===== src/rtl/som_ram_arbiter.sv =====
// som_ram_arbiter: round-robin arbiter/sequencer for the shared SOM RAM with a zero-fill clear engine.
// Define ARB_LOCK_EN to add a per-requester lock port that pins the priority pointer during bursts.
module som_ram_arbiter #(
  parameter int NUM_REQ   = 3,
  parameter int ADDR_W    = 18,
  parameter int DATA_W    = 24,
  parameter int MEM_DEPTH = 61440
) (
  input  logic                      clk,
  input  logic                      rst_n,
  input  logic [NUM_REQ-1:0]        req,
  input  logic [NUM_REQ-1:0]        we,
  input  logic [NUM_REQ*ADDR_W-1:0] addr,
  input  logic [NUM_REQ*DATA_W-1:0] wdata,
`ifdef ARB_LOCK_EN
  input  logic [NUM_REQ-1:0]        lock,
`endif
  output logic [NUM_REQ-1:0]        gnt,
  output logic [NUM_REQ-1:0]        err,
  output logic [NUM_REQ-1:0]        rvalid,
  output logic [DATA_W-1:0]         rdata,
  input  logic                      clear_start,
  output logic                      clear_done,
  output logic                      busy,
  output logic [ADDR_W-1:0]         ram_A,
  output logic                      ram_WE,
  output logic                      ram_OE,
  output logic [DATA_W-1:0]         ram_D,
  input  logic [DATA_W-1:0]         ram_Q
);
  typedef enum logic [1:0] {RUN, CLEAR, FIN} state_t;
  localparam logic [ADDR_W-1:0] LAST = ADDR_W'(MEM_DEPTH - 1);
  state_t state, state_nx;
  logic [1:0] ptr, ptr_nx, sel;
  logic hit, run, sel_ok, keep;
  logic [ADDR_W-1:0] sel_addr;
  logic [DATA_W-1:0] sel_data;
  logic [NUM_REQ-1:0] rd_pend;
  always_comb begin
    hit = 1'b0;
    sel = '0;
    for (int k = 0; k < NUM_REQ; k++)
      if (!hit && req[(int'(ptr) + k) % NUM_REQ]) begin
        hit = 1'b1;
        sel = 2'((int'(ptr) + k) % NUM_REQ);
      end
    sel_addr = addr[sel*ADDR_W +: ADDR_W];
    sel_data = wdata[sel*DATA_W +: DATA_W];
    sel_ok   = sel_addr < ADDR_W'(MEM_DEPTH);
    run      = rst_n && state == RUN && !clear_start && hit;
    gnt      = run ? NUM_REQ'(1) << sel : '0;
    err      = sel_ok ? '0 : gnt;
`ifdef ARB_LOCK_EN
    keep     = lock[sel];
`else
    keep     = 1'b0;
`endif
    ptr_nx   = !run ? ptr : keep ? sel : sel == 2'(NUM_REQ - 1) ? 2'd0 : sel + 2'd1;
    state_nx = state == RUN   ? (clear_start ? CLEAR : RUN) :
               state == CLEAR ? (ram_A == LAST ? FIN : CLEAR) : RUN;
    busy       = state != RUN;
    clear_done = state == FIN;
  end
  always_ff @(posedge clk or negedge rst_n)
    if (!rst_n) begin
      state   <= RUN;
      ptr     <= '0;
      rd_pend <= '0;
      rvalid  <= '0;
      rdata   <= '0;
      ram_A   <= '0;
      ram_WE  <= 1'b0;
      ram_OE  <= 1'b0;
      ram_D   <= '0;
    end else begin
      state   <= state_nx;
      ptr     <= ptr_nx;
      rd_pend <= (run && sel_ok && !we[sel]) ? gnt : '0;
      rvalid  <= rd_pend;
      if (|rd_pend) rdata <= ram_Q;
      // clear engine owns the RAM pins from the start cycle through the last address
      if (state == RUN && clear_start) begin
        ram_A  <= '0;
        ram_WE <= 1'b1;
        ram_OE <= 1'b0;
        ram_D  <= '0;
      end else if (state == CLEAR) begin
        ram_A  <= ram_A + ADDR_W'(ram_A != LAST);
        ram_WE <= ram_A != LAST;
        ram_OE <= 1'b0;
        ram_D  <= '0;
      end else begin
        ram_A  <= run ? sel_addr : ram_A;
        ram_WE <= run && sel_ok && we[sel];
        ram_OE <= run && sel_ok && !we[sel];
        ram_D  <= run ? sel_data : ram_D;
      end
    end
endmodule


===== config.mk =====
export PLATFORM = sky130hd
export DESIGN_NAME = som_ram_arbiter
export DESIGN_NICKNAME = d
export VERILOG_FILES = /design/src/rtl/som_ram_arbiter.sv
export SDC_FILE = /design/constraint.sdc
export NUM_CORES = 1
export LEC_CHECK = 0
export ABC_CLOCK_PERIOD_IN_PS = 3400
export BUFFER_PORTS_ARGS = -buffer_cell sky130_fd_sc_hd__clkbuf_2
export CELL_PAD_IN_SITES_DETAIL_PLACEMENT = 0
export CELL_PAD_IN_SITES_GLOBAL_PLACEMENT = 2
export CORE_MARGIN = 2
export CORE_UTILIZATION = 26
export CTS_BUF_LIST = sky130_fd_sc_hd__clkbuf_8
export CTS_CLUSTER_SIZE = 14
export DETAILED_ROUTE_END_ITERATION = 8
export PLACE_DENSITY_LB_ADDON = 0.1
export SYNTH_ARGS = -nofsm -noshare
export SYNTH_HDL_FRONTEND = slang
export SYNTH_SLANG_ARGS = --single-unit

===== constraint.sdc =====
create_clock -name clk -period 3.4 [get_ports clk]
set_input_delay 0.68 -clock clk [delete_from_list [all_inputs] [get_ports clk]]
set_output_delay 0.68 -clock clk [all_outputs]
set_load 0.1 [all_outputs]

==> reports/results.txt <==
wire per inst: 17.9 µm
clk sinks: 78
IO buf count: 237
# rows: 48
CP endpoint kind: output port
Area Growth Syn to Fin: 53.2%
LEAKAGE: 3.45 nW
Yosys top cell area share: 0.420
syn avg cell area: 9.45 µm²
CTS Hold Bufs: 0
arrival time worst endpoint: 3.02 ns
layout cells sized above 1: 0.536
Max Cap Viol: 0
WP data required: 2.72 ns
Die Y-Extent: 138 µm
Synthesized Nets: 657
Fin Clk Skew: 0.0113 ns
delay-heaviest family, CP: buffers and inverters
Post-route DRC: 0
Worst R2R Start: ptr[1]
GRT Util Overall: 0.188
fin crit share: 1.09
clock buffer depth: 2
dominant cells by area after synthesis: dfrtp_1 42%, mux2_2 8.2%, nand2_1 5.8%
failing checks: setup timing
DRT Wirelength: 18000 µm
DRT iter0 DRCs: 197
Worst Path Max Fanout: 5
Post-synth ARST share: 1.00
ANT nets after route: 0
Congestion Overflow GR: 0
core area: 17400 µm²
die area: 19000 µm²
Power Dens Cells: 1200 nW/µm²
worst skew pair latency: 0.37 ns
status: complete, but fails checks
hpwl dp: 13400 µm
Layout Nets: 941
H-tree levels: 3
I/O Pins: 238
Pins Over Slew Limit: 0
RSZ-0062 raised after global routing: yes
Post-synth EDFFs: 0
CTS buffer count: 9
number of synthesized register bits: 78
top cells by count, synth: 78 x dfrtp_1, 72 x nand2_1, 43 x nor2_1, 34 x mux2_2, 31 x a31oi_1
endpoints failing setup: 5
endpoints failing hold: 0
Worst Setup Start Kind: register
1st-pass router iterations: 5
Worst Reg-to-Reg Cells: 14
Worst Path Buf+Inv: 5
Max rail drop VDD: 0.000751 V
cell area after synthesis: 4650 µm²
# diodes: 0
r2r endpoint: ram_A[6]
Critical Path Most Common Cell: buf_12
CTS tree: yes
Die X: 138 µm
Vias: 4992
global-route wire length before repair: 27200 µm
initial antenna violation count: 0
vias per cell: 4.96
fmax: 270 MHz
Worst Hold Class: input pin to async pin
Seq/Total Area, Yosys: 0.420
CP peak stage delay: 0.42 ns
CP max-delay cell: dfrtp_1
fin crit period: 3.70 ns
number of global-route vias before repair: 4997
Slew headroom: 0.320
worst-margin pin slew: 1.02 ns
root buffer cell: clkbuf_8
top-count cell post-synth: dfrtp_1
post-synthesis cell type count: 64
FF-to-FF setup slack: 0.24 ns
Worst Setup Slack, final: -0.303 ns
cell accounting for the most synthesized area: dfrtp_1
Most used DFF post-synth: dfrtp_1
final hold slack: 0.336 ns
Reg clk slew, reported paths: 0.09 ns
crit-path cells: buf_6 -> ha_4 -> buf_12 -> mux2i_4 -> mux2_4 -> buf_12 -> o221ai_4 -> buf_6 -> a21oi_1 -> a31o_1 -> and2_4 -> a21boi_4 -> buf_12
starting density of the core: 0.267
largest net degree at the start of global routing: 53
Routability Congestion: 0.795
Syn Inst Count: 492
worst slack, placed: -0.145 ns
kind of critical path: register to output port
Yosys Warn Count: 0
power by group:
part,total (W),internal (W),switching [W],leakage (nW)
Sequential,0.00145,0.00120,0.000253,0.999
Clock,0.000669,0.000274,0.000395,0.0877
Combinational,0.00640,0.00212,0.00428,2.37
Total,0.00853,0.00360,0.00493,3.45
routing by layer:
layer	GRT usage	wire (µm)	up-vias
met4	0.0658	367	0
met2	0.304	8550	163
met5	0	0	-
met1	0.247	7990	2399
li1	-	-	2410
met3	0.0412	1090	20
final cells by class:
class,instances,area (µm²)
inverters,8,30.0
well taps,225,282
flip-flops and latches,78,1960
clock buffers,9,124
repair buffers,304,1860
fillers,1822,10300
multi-input cells,375,2810
clock inverters,7,57.6
sequential cells by signal, indices dropped and copies added (netlist names):
| name | count |
|---|---|
| rd_pend | 3 |
| ram_A | 18 |
| ptr | 2 |
| rvalid | 3 |
| ram_OE | 1 |
| ram_WE | 1 |
| state | 2 |
| ram_D | 24 |
| rdata | 24 |
how the worst max path moves through the flow:
stage,start,depth (start not counted),slack [ns],to
2_1_floorplan,ptr[1],10,-0.26,err[0]
3_3_place_gp,req[1],10,-0.04,err[0]
3_5_place_dp,ptr[1],12,-0.14,err[1]
4_1_cts,ptr[1],12,-0.26,err[1]
5_1_grt,ptr[1],12,-0.41,err[1]
6_report,ptr[0],13,-0.30,err[1]
metrics by stage:
step	cell area [µm²]	total power, W	utilization	cells	setup TNS [ns]
global placement	6430	0.00701	0.369	956	-0.103
global route	7120	0.00908	0.409	1006	-1.73
detailed placement	6430	0.00708	0.369	956	-0.430
finish	7120	0.00853	0.409	1006	-1.05
floorplan	4770	0.00577	-	492	-0.647
CTS	7030	0.00841	0.404	999	-0.845
placed cells by master (no fill, tap or decap), types with 4 or more instances in the layout:
cell,count
clkbuf_2,230
nor3_1,4
inv_2,4
o21ai_2,5
a22o_1,24
mux2_2,34
o211ai_1,4
a31oi_2,4
buf_12,10
clkbuf_8,9
nor2_4,5
a31oi_1,28
nand3_1,13
nor2_1,40
o22ai_1,6
nand3b_1,4
buf_4,56
nand2_1,69
a21oi_1,12
nand4_1,5
mux2i_4,4
buf_6,8
ha_1,4
inv_1,4
and3_1,4
a22oi_1,14
dfrtp_1,75
o21ai_0,24
worst reg2reg max path: stages, from the launching register on:
cell and delay [ns]:
dfrtp_1 0.43, inv_2 0.10, ha_4 0.19, buf_12 0.12, mux2i_4 0.28, mux2_4 0.28, buf_12 0.12, o221ai_4 0.13
buf_4 0.17, buf_4 0.12, nand2_2 0.08, buf_4 0.23, mux2_2 0.37, a221oi_1 0.31, o21ai_0 0.12
repair_timing:
action	CTS	global route
endpoints found under the setup margin	6	6
setup buffers	26	7
resized for setup	40	7
pin swaps	20	13
gates cloned	1	0
logic make-up (layout without fill, tap and decap cells):
group | count (synthesis) | count (layout) | share of synthesized area
mux | 40 | 40 | 0.102
simple gates | 176 | 176 | 0.187
compound gates | 152 | 153 | 0.235
fa+ha+maj | 6 | 6 | 0.0161
buf+inv | 40 | 328 | 0.0401
flops | 78 | 78 | 0.420
(Power assumes the default switching activity.)
